<file path="config.mk">
export PLATFORM = sky130hd
export DESIGN_NAME = mmc_cmd_serialiser
export DESIGN_NICKNAME = d
export VERILOG_FILES = /design/src/rtl/mmc_cmd_pkg.sv /design/src/rtl/mmc_crc7.sv /design/src/rtl/mmc_cmd_serialiser.sv
export SDC_FILE = /design/constraint.sdc
export NUM_CORES = 1
export LEC_CHECK = 0
export CORE_ASPECT_RATIO = 0.6
export CORE_MARGIN = 2
export CORE_UTILIZATION = 40
export CTS_CLUSTER_SIZE = 40
export DETAILED_ROUTE_END_ITERATION = 12
export GPL_ROUTABILITY_DRIVEN = 0
export MAX_ROUTING_LAYER = met4
export PLACE_DENSITY = 0.72
export SLEW_MARGIN = 20
export SYNTH_ARGS = -nofsm -noshare
export SYNTH_HDL_FRONTEND = slang
export SYNTH_SLANG_ARGS = --single-unit
</file>
<file path="constraint.sdc">
create_clock -name clk_i -period 1.93 [get_ports clk_i]
set_input_delay 0.2895 -clock clk_i [delete_from_list [all_inputs] [get_ports clk_i]]
set_output_delay 0.2895 -clock clk_i [all_outputs]
set_load 0.02 [all_outputs]
</file>
<file path="src/rtl/mmc_cmd_pkg.sv">
// Shared MMC CMD-line definitions: FSM states, token geometry, CRC7 polynomial.
// Used by both the command serialiser and the response deserialiser.
package mmc_cmd_pkg;

   typedef enum logic [2:0] {
      ST_IDLE    = 3'd0,
      ST_CMD     = 3'd1,
      ST_CRC     = 3'd2,
      ST_END     = 3'd3,
      ST_STOP    = 3'd4,
      ST_DONE    = 3'd5,
      ST_TRAILER = 3'd6
   } cmd_state_e;

   localparam int         CMD_TOKEN_W   = 48;
   localparam int         CMD_PAYLOAD_W = 40;
   localparam logic [6:0] CRC7_POLY     = 7'h09;

endpackage

</file>
<file path="src/rtl/mmc_crc7.sv">
// Single-bit CRC7 step (x^7 + x^3 + 1), shared by the CMD transmitter
// and the response receiver.
module mmc_crc7
   import mmc_cmd_pkg::*;
(
   input  logic [6:0] crc_i,
   input  logic       bit_i,
   output logic [6:0] crc_o
);

   logic fb;

   assign fb    = bit_i ^ crc_i[6];
   assign crc_o = {crc_i[5:0], 1'b0} ^ (fb ? CRC7_POLY : 7'h00);

endmodule

</file>
<file path="src/rtl/mmc_cmd_serialiser.sv">
// Host MMC/SD CMD-line transmitter: start, dir, index, argument, CRC7, end bit.
// Optional Ncc/Nrc '1' padding after the end bit with MMC_CMD_SER_TRAILER_EN.
module mmc_cmd_serialiser
   import mmc_cmd_pkg::*;
#(
   parameter int TRAILER_BITS = 8
) (
   input  logic        clk_i,
   input  logic        rst_i,
   input  logic        bitclk_i,
   input  logic        start_i,
   input  logic        abort_i,
   input  logic [5:0]  cmd_i,
   input  logic [31:0] arg_i,
   output logic        data_o,
   output logic        data_oe_o,
   output logic        active_o,
   output logic        complete_o
);

   cmd_state_e               state_q;
   cmd_state_e               state_d;
   logic                     clk_q;
   logic                     drive_w;
   logic [CMD_PAYLOAD_W-1:0] shift_q;
   logic [6:0]               crc_q;
   logic [6:0]               crc_nx;
   logic [5:0]               idx_q;
`ifdef MMC_CMD_SER_TRAILER_EN
   logic [7:0]               trl_q;
`endif

   always_ff @(posedge clk_i or posedge rst_i) begin
      if (rst_i) clk_q <= 1'b0;
      else       clk_q <= bitclk_i;
   end

   assign drive_w = ~bitclk_i & clk_q;

   mmc_crc7 u_crc7 (
      .crc_i (crc_q),
      .bit_i (shift_q[CMD_PAYLOAD_W-1]),
      .crc_o (crc_nx)
   );

   always_ff @(posedge clk_i or posedge rst_i) begin
      if (rst_i) state_q <= ST_IDLE;
      else       state_q <= state_d;
   end

   always_comb begin
      state_d = state_q;
      if (abort_i) begin
         state_d = ST_IDLE;
      end else begin
         case (state_q)
            ST_IDLE: if (start_i) state_d = ST_CMD;
            ST_CMD:  if (drive_w && idx_q == 6'd0) state_d = ST_CRC;
            ST_CRC:  if (drive_w && idx_q == 6'd0) state_d = ST_END;
            ST_END:  if (drive_w) state_d = ST_STOP;
`ifdef MMC_CMD_SER_TRAILER_EN
            ST_STOP:    if (drive_w) state_d = ST_TRAILER;
            ST_TRAILER: if (drive_w && trl_q == 8'd0) state_d = ST_DONE;
`else
            ST_STOP:    if (drive_w) state_d = ST_DONE;
`endif
            ST_DONE: state_d = ST_IDLE;
            default: state_d = ST_IDLE;
         endcase
      end
   end

   always_comb begin
      active_o   = (state_q != ST_IDLE);
      complete_o = (state_q == ST_DONE) && !abort_i;
   end

   // Datapath: every bit change is qualified by the bitclk falling edge.
   always_ff @(posedge clk_i or posedge rst_i) begin
      if (rst_i) begin
         data_o    <= 1'b1;
         data_oe_o <= 1'b0;
         shift_q   <= '0;
         crc_q     <= '0;
         idx_q     <= '0;
`ifdef MMC_CMD_SER_TRAILER_EN
         trl_q     <= '0;
`endif
      end else if (abort_i) begin
         data_o    <= 1'b1;
         data_oe_o <= 1'b0;
      end else begin
         case (state_q)
            ST_IDLE: if (start_i) begin
               shift_q <= {1'b0, 1'b1, cmd_i, arg_i};
               crc_q   <= '0;
               idx_q   <= 6'd39;
            end
            ST_CMD: if (drive_w) begin
               data_o    <= shift_q[CMD_PAYLOAD_W-1];
               data_oe_o <= 1'b1;
               shift_q   <= shift_q << 1;
               crc_q     <= crc_nx;
               idx_q     <= (idx_q == 6'd0) ? 6'd6 : idx_q - 6'd1;
            end
            ST_CRC: if (drive_w) begin
               data_o <= crc_q[6];
               crc_q  <= crc_q << 1;
               idx_q  <= idx_q - 6'd1;
            end
            ST_END: if (drive_w) data_o <= 1'b1;
`ifdef MMC_CMD_SER_TRAILER_EN
            ST_STOP:    if (drive_w) trl_q <= 8'(TRAILER_BITS - 1);
            ST_TRAILER: if (drive_w) trl_q <= trl_q - 8'd1;
`endif
            ST_DONE: begin
               data_o    <= 1'b1;
               data_oe_o <= 1'b0;
            end
            default: ;
         endcase
      end
   end

endmodule

</file>
### Yosys cells after proc, flatten, opt, wreduce, memory -nomap -nowiden

Index checks and enable logic that the tools add are counted.

| storage, ports and cells | value |
|---|---|
| register bits after elaboration | 59 |
| bits of input ports | 43 |
| logic and storage cells | 70 |

| operators by class | value |
|---|---|
| add/sub/neg operators | 1 |
| eq/ne operators | 15 |
| mux-type cells | 27 |
| bitwise gates (word level) | 5 |
| reduce and logical (&&, ||, !) cells | 15 |

Operator list:

| kind | number |
|---|---|
| 40-bit 2-to-1 mux | 2 |
| 40-bit case mux with 2 select lines | 1 |
| 6-bit 2-to-1 mux | 4 |
| 7-bit 2-to-1 mux | 3 |
| 3-bit inequality test, second input constant | 7 |
| 7-bit case mux with 3 select lines | 1 |
| 3-bit 2-to-1 mux | 6 |
| 6-bit case mux with 3 select lines | 1 |
| 3-bit case mux with 5 select lines | 1 |
| 5-bit AND reduction | 2 |
| 3-bit nonzero test | 3 |
| 4-bit AND reduction | 2 |
| 7-bit XOR | 1 |
| 3-bit by 2-bit equality test with 1-bit output, second input constant | 2 |
| 3-bit equality test, second input constant | 2 |
| 6-bit zero test | 1 |
| 2-bit inequality test, second input constant | 3 |
| 6-bit by 1-bit subtractor with 6-bit output, second input constant | 1 |
| 1-bit 2-to-1 mux | 5 |
| 5-bit nonzero test | 1 |
| 4-bit 2-to-1 mux | 1 |
| 1-bit case mux with 4 select lines | 1 |
| 3-bit by 1-bit equality test with 1-bit output, second input constant | 1 |
| 3-bit zero test | 1 |
| 8 further kinds | 10 |

### Depth between registers and ports, before layout

Gate-level depths: netlist (run 1).

| logic depth | value |
|---|---|
| depth after elaboration | 6 |
| mapped depth | 8 |

### By module

A second synthesis (run 1) with hierarchy kept.

| unflattened totals | value |
|---|---|
| cell total of the unflattened synthesis | 299 |
| area total of the unflattened synthesis | 2957.8 um2 |

By module, submodules not included:

| module | times used | cells an instance | area an instance (um2) | sequential area each (um2) |
|---|---|---|---|---|
| mmc_cmd_serialiser | 1 | 291 | 2880.3 | 1477.7 |
| mmc_crc7 | 1 | 8 | 77.6 | 0.0 |

### Worst setup path before layout (run 1)

Ideal clock, no wire load.

| timing | value |
|---|---|
| path kind | flip-flop to flip-flop |
| start | register idx_q[2] |
| end | register idx_q[5] |
| library setup time | 79 ps |
| arrival | 1606 ps |
| data required time | 1851 ps |
| path slack | 245 ps |
| cell stages (with the launch flop) | 5 |
| buffers on the path | 0 |
| period minus slack after synthesis | 1685 ps |
| cell sequence | dfrtp_1 or3_1 or3_1 a2111oi_2 a2bb2oi_1 |

| on the way | value |
|---|---|
| longest elaborated chain between the ends | 4 |
| elaborated cells between the ends (all ways) | 6 |

RTL lines:

| item | line | source |
|---|---|---|
| from (decl) | mmc_cmd_serialiser.sv:28 | `logic [5:0] idx_q;` |
| from (signal assigned) | mmc_cmd_serialiser.sv:104 | `idx_q <= (idx_q == 6'd0) ? 6'd6 : idx_q - 6'd1;` |
| from (signal assigned) | mmc_cmd_serialiser.sv:109 | `idx_q <= idx_q - 6'd1;` |
| 6-bit by 1-bit subtractor with 6-bit output / 6-bit zero test (equally long branches) | mmc_cmd_serialiser.sv:104, mmc_cmd_serialiser.sv:109 |  |
| 6-bit 2-to-1 mux | mmc_cmd_serialiser.sv:104 |  |
| 6-bit 2-to-1 mux | mmc_cmd_serialiser.sv:99 | `ST_CMD: if (drive_w) begin` |
| 6-bit case mux with 3 select lines (*) | mmc_cmd_serialiser.sv:93 | `case (state_q)` |

Mark *: on every way between the ends. The rest lies on a longest branch, timed or not. The select of a mux whose other input is x is not followed.
A chain may end at the register's enable or synchronous reset.

### Worst setup path after layout (run 1)

Same ends and word-level chain as after synthesis.

==> reports/results.ini, run 1 <==
[outcome]
status=finished clean

[die]
die_x_um=114
dieArea_um2=7970
std_cell_rows=23
initial_core_util_pct=42.3
core_um2=6850
dieHeight_um=69.9
io_pins=47

[worst_setup_path]
cp.depth=4
arrival_ps=2060
r2r_start=idx_q[2]$_DFFE_PP0P_
crit_path_end_kind=flop
crit_start=idx_q[2]$_DFFE_PP0P_
critPathBufInv=0
reg2regPathDepth=4
crit_family=simple AND/OR/NAND/NOR gates
path_cells=or3_1, or3_1, a2111oi_2, a2bb2oi_1
cp.required_ps=2170
crit_type=flop to flop
start_kind=flop
crit_slowest_cell=dfrtp_1
critPathMaxFanout=5
cpPeakStageDelay_ps=410
crit_top_cell=or3_1

[logic_synthesis]
ys.flop_type=dfrtp_1
synth_fp_nets=333
syn_inst=289
ys_types=46
ys_seq_area_share_pct=51.0
synth_area_um2=2900
synth_compound_area_share_pct=15.4
synth_mux_area_share_pct=14.2
async_flop_share_pct=100
synth-xor-area-share_pct=0.906
synth_top_family_by_area=compound AO/OA/AOI/OAI gates
synth_warnings=0
synth_fa_ha_area_share_pct=0.432
synth_edf_count=0
syn_area_per_cell_um2=10.0
synth_seq_cells=59
synth-simple-area-share_pct=13.6

[global_route]
grt_pass1_wl_um=11300
grt_start_max_net_pins=60
overflow=0
grtUsageTotal_pct=18.6
grt_pass1_vias=2278
grt_antenna_before_repair=0

[drt]
ant_nets=0
drt-initial-drc-count=128
wl_um=6540
firstDrtPassIters=4
vias_per_cell=5.16
drc=0
vias=2275
wl_per_cell_um=14.8

[clocking]
clkTransAtPathRegs_ps=50
cts_max_level=3
clock_sinks=59
clock_path_buffers=2
cts-hold-fix-buffers=0
cts_tree=yes
cts-root-buf=clkbuf_16
worstSkewPairLatency_ps=320
cts_made_buffers=9

[power_and_ir_drop]
ir_worst_vdd_v=0.000488
p_leak_nw=1.84
power.density_nw_per_um2=992
total_power_w=0.00392

[sta]
drv_slew=0
min_period_over_period_pct=94.5
skew_ps=6.29
setup_viol=0
hold_viol_final=0
worstMarginPinSlew_ps=559
fmax_ghz=0.548
timing.slew.headroom_pct=62.6
period_needed_ps=1820
rsz0062_at_grt=false

[final_layout]
final_util_pct=57.7
regArea_um2=1480
finish.instance_area_um2=3950
antennaDiodeCount=0
multiInputGateArea_um2=1300
drive_gt1_share_pct=15.3
layout_common_cells=dfrtp_1 (58), nand2_1 (49), clkdlybuf4s50_1 (44)
fin_nets=393
nFillCells=586
area_delta_synth_final_pct=36.3
layout_commonest_cell=dfrtp_1
layout.cells.non_filler=441

[flow_run]
max_cap_viol_count=0

[placement]
dp_cells=425
dpl-instance-area_um2=3600
hpwl_um=4540
numPortBuffers=46

[worst_hold_path]
hp-class=input pin to asynchronous set/reset pin

cells in the mapped netlist, types with 2 or more instances:
master | number | area (um2)
dfrtp_1 | 58 | 1450
nand2_1 | 49 | 184
o21ai_1 | 41 | 205
mux2i_1 | 39 | 390
buf_2 | 19 | 95.1
a21oi_1 | 7 | 35.0
inv_1 | 6 | 22.5
nor2_1 | 6 | 22.5
a22o_1 | 5 | 43.8
nand3_1 | 5 | 25.0
nor3_1 | 5 | 25.0
or3_1 | 5 | 31.3
nand2b_1 | 4 | 25.0
a211oi_1 | 2 | 15.0
a31oi_1 | 2 | 12.5
clkbuf_1 | 2 | 7.51
mux2_2 | 2 | 22.5
nor2b_1 | 2 | 12.5
o21a_1 | 2 | 15.0
xnor2_1 | 2 | 17.5
state kept, by name (all words and copies together), names as in the netlist:
signal / count
data_oe_o: 1
state_q: 3
shift_q: 40
data_o: 1
clk_q: 1
crc_q: 7
idx_q: 6
logic make-up after synthesis:
family	count (synthesis)
compound gates	72
xor+xnor	3
fa+ha+maj	1
buf+inv	28
flops	59
mux	41
simple gates	85
worst paths after layout:
path                                     endpoint  slack, ps
min reg2reg                shift_q[9]$_DFFE_PP0P_        480
max reg2reg                  idx_q[5]$_DFFE_PP0P_        110
min in group clk_i         shift_q[9]$_DFFE_PP0P_        480
max                          idx_q[5]$_DFFE_PP0P_        110
min                        shift_q[8]$_DFFE_PP0P_        340
max in group asynchronous      data_o$_DFFE_PP1P_       1270
metal layers:
metal  track usage (%)  wire length (um)  vias to the layer above
met5                 -                 0                        -
met4              5.42                68                        0
met3              5.82               364                        9
met2              25.9              2870                       64
met1              26.0              3240                     1066
li1                  -                 -                     1136
report_power, final:
group / switching [W] / internal (W) / total, W / leakage, nW
Combinational: 0.000273 / 0.000294 / 0.000568 / 0.932
Sequential: 0.000111 / 0.00143 / 0.00155 / 0.741
Clock: 0.000550 / 0.00126 / 0.00181 / 0.165
worst min-delay path, stage by stage:
cell             delay, ps
clkdlybuf4s50_1        410
inv_2                   70
buf_12                 280
layout make-up:
class | instances | share of cell area (%)
clock buffers | 9 | 5.70
well taps | 87 | 2.76
repair buffers | 71 | 17.6
flip-flops and latches | 59 | 37.4
clock inverters | 7 | 2.95
multi-input cells | 202 | 33.0
inverters | 6 | 0.570
metrics by stage:
step                hold WS, ps  setup WS [ps]  setup TNS (ps)
finish                      336            106               0
global route                369           26.7               0
CTS                         355           65.7               0
detailed placement          475          -33.1            -301
global placement            466           3.23               0
floorplan                   321            186               0
timing repair:
item                       in CTS  in global routing
resized for setup               2                  1
setup buffers                   0                  0
setup endpoints to repair       2                  2
No activity file was read; power rests on OpenSTA's default activity.
==> run 2, diff against run 1 <==
--- a/config.mk
+++ b/config.mk
@@ -10,9 +10,10 @@
 export CORE_UTILIZATION = 40
 export CTS_CLUSTER_SIZE = 40
 export DETAILED_ROUTE_END_ITERATION = 12
+export DONT_BUFFER_PORTS = 1
 export GPL_ROUTABILITY_DRIVEN = 0
 export MAX_ROUTING_LAYER = met4
-export PLACE_DENSITY = 0.72
+export PLACE_DENSITY = 0.63
 export SLEW_MARGIN = 20
 export SYNTH_ARGS = -nofsm -noshare
 export SYNTH_HDL_FRONTEND = slang
==> run 2 against run 1 <==
Worst setup slack improved by 12 ps. Critical path depth fell by 1. Combinational power fell by 24%. Sequential cell count did not move. Clock-buffer cell count rose by 2. First-iteration DRC count rose by 16%. Sequential power barely moved. Critical endpoint is now complete_o. Die area did not move. Power fell by 12%. Global-route usage fell by 1.9 points.
==> reports/results.ini, run 2 (synthesized netlist as in run 1, its figures left out) <==
[clocking]
worstSkewPairLatency_ps=320  ; about the same
cts-root-buf=clkbuf_16  ; unchanged
clock_path_buffers=2  ; unchanged
cts_max_level=3  ; unchanged
clkTransAtPathRegs_ps=50  ; about the same
clock_sinks=59  ; unchanged
cts_tree=yes  ; unchanged
cts_made_buffers=9  ; unchanged

[sta]
skew_ps=6.30  ; was 6.29 ps
holdWs_ps=27.4  ; was 336 ps
fmax_ghz=0.552  ; was 0.548 GHz
period_needed_ps=1810  ; was 1820 ps
timing.slew.headroom_pct=55.8  ; was 62.6%
rsz0062_at_grt=false  ; unchanged
min_period_over_period_pct=93.9  ; was 94.5%
drv_slew=0  ; unchanged
worstMarginPinSlew_ps=653  ; was 559 ps
hold_viol_final=0  ; unchanged
fin_ws_ps=118  ; was 106 ps
setup_viol=0  ; unchanged
fin_tns_setup_ps=0  ; unchanged

[final_layout]
drive_gt1_share_pct=13.0  ; was 15.3%
largest_reg_flops=40  ; unchanged
area_delta_synth_final_pct=14.2  ; was 36.3%
regMostFlops=shift_q  ; unchanged
layout_common_cells=dfrtp_1 (57), nand2_1 (49), o21ai_1 (41)  ; was dfrtp_1 (58), nand2_1 (49), clkdlybuf4s50_1 (44)
fin_nets=332  ; was 393
reg_top3=shift_q x40, crc_q x7, idx_q x6  ; unchanged
nFillCells=646  ; was 586
regArea_um2=1480  ; about the same
multiInputGateArea_um2=1300  ; about the same
antennaDiodeCount=0  ; unchanged
layout_commonest_cell=dfrtp_1  ; unchanged

[global_route]
grt_antenna_before_repair=0  ; unchanged
grt_pass1_wl_um=10100  ; was 11300 um
grt_start_max_net_pins=81  ; was 60
grt_pass1_vias=1967  ; was 2278
overflow=0  ; unchanged
grtUsageTotal_pct=16.7  ; was 18.6%

[die]
dieHeight_um=69.9  ; unchanged
core_um2=6850  ; unchanged
dieArea_um2=7970  ; unchanged
std_cell_rows=23  ; unchanged
io_pins=47  ; unchanged
die_x_um=114  ; unchanged
initial_core_util_pct=42.3  ; unchanged

[drt]
ant_nets=0  ; unchanged
wl_per_cell_um=15.5  ; was 14.8 um
drt-initial-drc-count=149  ; was 128
vias_per_cell=5.33  ; was 5.16
drc=0  ; unchanged
firstDrtPassIters=5  ; was 4
wl_um=5870  ; was 6540 um
vias=2026  ; was 2275

[flow_run]
max_cap_viol_count=0  ; unchanged

[power_and_ir_drop]
ir_worst_vdd_v=0.000431  ; was 0.000488 V
p_leak_nw=1.55  ; was 1.84 nW
power.density_nw_per_um2=1040  ; was 992 nW/um2

[worst_setup_path]
cp.required_ps=1640  ; was 2170 ps
crit_path_end_kind=primary output  ; was flop
crit_type=flop to primary output  ; was flop to flop
critPathMaxFanout=9  ; was 5
arrival_ps=1520  ; was 2060 ps
start_kind=flop  ; unchanged

[placement]
hpwl_um=4090  ; was 4540 um
numPortBuffers=0  ; was 46
pre_cts_slack_ps=167  ; was -33.1 ps

[outcome]
status=finished clean  ; unchanged

[worst_hold_path]
hp-class=input pin to flop  ; was input pin to asynchronous set/reset pin

## run 2: cell count changes in the layout (fill, tap and decap cells not counted), sizes merged
cell / change
clkbuf: +2
clkinv: +1
bufinv: -3
dlygate4sd2: -2
clkdlybuf4s50: -44
dlygate4sd3: +2
buf: -17
## run 2: final timing paths
| path | startpoint | endpoint | slack, ps | cells after the start |
|---|---|---|---|---|
| worst min register to register | shift_q[19]$_DFFE_PP0P_ | shift_q[19]$_DFFE_PP0P_ | 480 | 2 |
| worst min-delay path | abort_i | data_oe_o$_DFFE_PP0P_ | 30 | 1 |
| min in group asynchronous | rst_i | shift_q[17]$_DFFE_PP0P_ | 450 | 2 |
| max in group asynchronous | rst_i | data_o$_DFFE_PP1P_ | 850 | 3 |
| worst max-delay path | state_q[1]$_DFFE_PP0P_ | complete_o | 120 | 3 |
| worst max register to register | clk_q$_DFF_PP0_ | crc_q[3]$_DFFE_PP0P_ | 160 | 4 |
## run 2: repair_timing
item,4_1_cts,5_1_grt
setup buffers,0,0
resized for setup,0,2
endpoints found under the setup margin,0,3
hold endpoints to repair,22,0
hold buffers,2,0
## run 2: stage by stage
stage                     power, W  cell area [um2]  cells  util (%)
after floorplan            0.00190             2900    289         -
after global placement     0.00198             3000    362      43.8
after detailed placement   0.00200             3000    362      43.8
after CTS                  0.00350             3300    380      48.2
after global routing       0.00365             3310    380      48.3
final                      0.00345             3310    380      48.3
## run 2: per-layer routing
metal | GRT usage (%) | vias up | routed length [um]
li1 | - | 1014 | -
met1 | 24.1 | 944 | 3200
met2 | 21.1 | 55 | 2230
met3 | 5.99 | 13 | 338
met4 | 6.50 | 0 | 106
met5 | - | - | 0
## run 2: cell type report
cell class,instances,share of cell area [%]
Clock buffer,11,7.64
Sequential cell,59,44.7
Timing Repair Buffer,10,3.55
Inverter,6,0.681
Multi-Input combinational cell,202,39.3
Tap cell,87,3.29
Clock inverter,5,0.832
## run 2: worst max-delay path, stage by stage (launching register included)
cell and delay (ps):
dfrtp_1 470, and2b_1 340, nand2_1 70, nor2_1 310
## run 2: where the power goes
group | internal (W) | total (W) | leakage [nW] | switching (W)
Clock | 0.000927 | 0.00147 | 0.141 | 0.000541
Sequential | 0.00143 | 0.00155 | 0.740 | 0.000117
Combinational | 0.000193 | 0.000430 | 0.666 | 0.000237
==> run 3, diff against run 2 <==
--- a/config.mk
+++ b/config.mk
@@ -5,7 +5,6 @@
 export SDC_FILE = /design/constraint.sdc
 export NUM_CORES = 1
 export LEC_CHECK = 0
-export CORE_ASPECT_RATIO = 0.6
 export CORE_MARGIN = 2
 export CORE_UTILIZATION = 40
 export CTS_CLUSTER_SIZE = 40
==> run 3 against run 2 <==
Hold slack got worse by 3.1 ps. Critical path type unchanged. Largest power group unchanged. Wire length fell by 3.0%. Clock power fell by 7%. Highest routed layer unchanged.
==> reports/results.ini, run 3 (synthesized netlist as in run 1, its figures left out) <==
[worst_setup_path]
crit_slowest_cell=dfrtp_1  ; unchanged
start_kind=flop  ; unchanged
crit_type=flop to primary output  ; unchanged
critPathMaxFanout=9  ; unchanged
path_cells=and2b_1, nand2_1, nor2_2  ; was and2b_1, nand2_1, nor2_1
arrival_ps=1480  ; was 1520 ps
critPathBufInv=0  ; unchanged
crit_family=simple AND/OR/NAND/NOR gates  ; unchanged
cp.required_ps=1640  ; about the same
cpPeakStageDelay_ps=500  ; was 470 ps
crit_path_end_kind=primary output  ; unchanged

[sta]
period_needed_ps=1770  ; was 1810 ps
setup_viol=0  ; unchanged
worstMarginPinSlew_ps=667  ; was 653 ps
skew_ps=5.88  ; was 6.30 ps
drv_slew=0  ; unchanged
timing.slew.headroom_pct=54.9  ; was 55.8%
fin_tns_setup_ps=0  ; unchanged
min_period_over_period_pct=91.7  ; was 93.9%
rsz0062_at_grt=false  ; unchanged
hold_viol_final=0  ; unchanged
fmax_ghz=0.565  ; was 0.552 GHz

[die]
io_pins=47  ; unchanged
die_x_um=89.1  ; was 114 um
initial_core_util_pct=40.6  ; was 42.3%
dieArea_um2=7940  ; was 7970 um2
std_cell_rows=31  ; was 23
core_um2=7140  ; was 6850 um2
dieHeight_um=89.1  ; was 69.9 um

[final_layout]
final_util_pct=46.6  ; was 48.3%
drive_gt1_share_pct=13.8  ; was 13.0%
layout_common_cells=dfrtp_1 (57), nand2_1 (49), o21ai_1 (41)  ; unchanged
layout_commonest_cell=dfrtp_1  ; unchanged
antennaDiodeCount=0  ; unchanged
reg_top3=shift_q x40, crc_q x7, idx_q x6  ; unchanged
area_delta_synth_final_pct=14.6  ; was 14.2%
finish.instance_area_um2=3320  ; was 3310 um2
largest_reg_flops=40  ; unchanged
regMostFlops=shift_q  ; unchanged
fin_nets=337  ; was 332

[drt]
firstDrtPassIters=5  ; unchanged
vias=2063  ; was 2026
ant_nets=0  ; unchanged
wl_um=5700  ; was 5870 um
drt-initial-drc-count=92  ; was 149
wl_per_cell_um=14.3  ; was 15.5 um
vias_per_cell=5.20  ; was 5.33
drc=0  ; unchanged

[placement]
hpwl_um=3770  ; was 4090 um
numPortBuffers=0  ; unchanged
dpl-instance-area_um2=3050  ; was 3000 um2

[global_route]
overflow=0  ; unchanged
grt_start_max_net_pins=81  ; unchanged
grt_antenna_before_repair=0  ; unchanged
grt_pass1_vias=2035  ; was 1967
grt_pass1_wl_um=9670  ; was 10100 um
grtUsageTotal_pct=16.5  ; was 16.7%

[clocking]
cts_made_buffers=9  ; unchanged
cts_setup_buffers=0  ; unchanged
clock_sinks=59  ; unchanged
worstSkewPairLatency_ps=330  ; was 320 ps
cts_tree=yes  ; unchanged
cts-root-buf=clkbuf_8  ; was clkbuf_16
clkTransAtPathRegs_ps=70  ; was 50 ps
clock_path_buffers=2  ; unchanged
cts_max_level=3  ; unchanged

[worst_hold_path]
hp-class=input pin to flop  ; unchanged

[power_and_ir_drop]
power.density_nw_per_um2=1000  ; was 1040 nW/um2
p_leak_nw=1.55  ; about the same
ir_worst_vdd_v=0.000542  ; was 0.000431 V

[flow_run]
max_cap_viol_count=0  ; unchanged

[outcome]
status=finished clean  ; unchanged

## run 3: cell types whose count changed in the layout (fill, tap and decap cells not counted), sizes merged
cell,change
buf,+4
bufinv,+3
clkinv,-2
clkinvlp,-1
dlygate4sd3,+1
## run 3: path summary, 6_finish.rpt
path	startpoint	cells past startpoint	to	slack, ps
worst max-delay path	state_q[1]$_DFFE_PP0P_	3	complete_o	160
worst min-delay path	abort_i	1	data_oe_o$_DFFE_PP0P_	20
worst max register to register	idx_q[2]$_DFFE_PP0P_	4	idx_q[5]$_DFFE_PP0P_	170
worst min register to register	shift_q[30]$_DFFE_PP0P_	2	shift_q[30]$_DFFE_PP0P_	490
max in group asynchronous	rst_i	3	data_o$_DFFE_PP1P_	840
min in group asynchronous	rst_i	2	shift_q[5]$_DFFE_PP0P_	460
## run 3: area by class of cell
class | instances | area (um2)
clock inverter | 5 | 100
timing repair buffer | 15 | 158
clock buffer | 11 | 141
tap | 99 | 124
sequential | 59 | 1480
fill | 708 | 3810
multi-input combinational | 202 | 1300
inverter | 6 | 22.5
## run 3: where the power goes
group	internal (W)	leakage [nW]	switching, W
clock	0.000889	0.123	0.000472
sequential	0.00143	0.740	0.000114
combinational	0.000198	0.689	0.000234
total	0.00252	1.55	0.000820
## run 3: worst register-to-register path, stage by stage, from the launching register on
cell       delay (ps)
dfrtp_1           410
or3_1             390
or3_1             350
a2111oi_2         370
a2bb2oi_1         180
## run 3: what timing repair did
action                                 4_1_cts  5_1_grt
gates resized for setup                      0        2
endpoints found under the hold margin       23        1
hold buffers                                 2        1
setup endpoints to repair                    0        1
## run 3: metal layers
metal / wire length (um) / global-route usage [%] / up-vias
li1: - / - / 1021
met1: 2660 / 21.7 / 969
met2: 2560 / 23.4 / 71
met3: 441 / 6.19 / 2
met4: 27 / 5.70 / 0
met5: 0 / - / -
## run 3: through the flow
stage	worst slack (ps)	hold slack (ps)	std cells	power [W]
3_3_place_gp	209	240	378	0.00198
3_5_place_dp	165	238	378	0.00201
6_report	160	24.4	397	0.00334
2_1_floorplan	186	321	289	0.00190
4_1_cts	36.1	1.75	396	0.00340
5_1_grt	26.4	3.39	397	0.00353
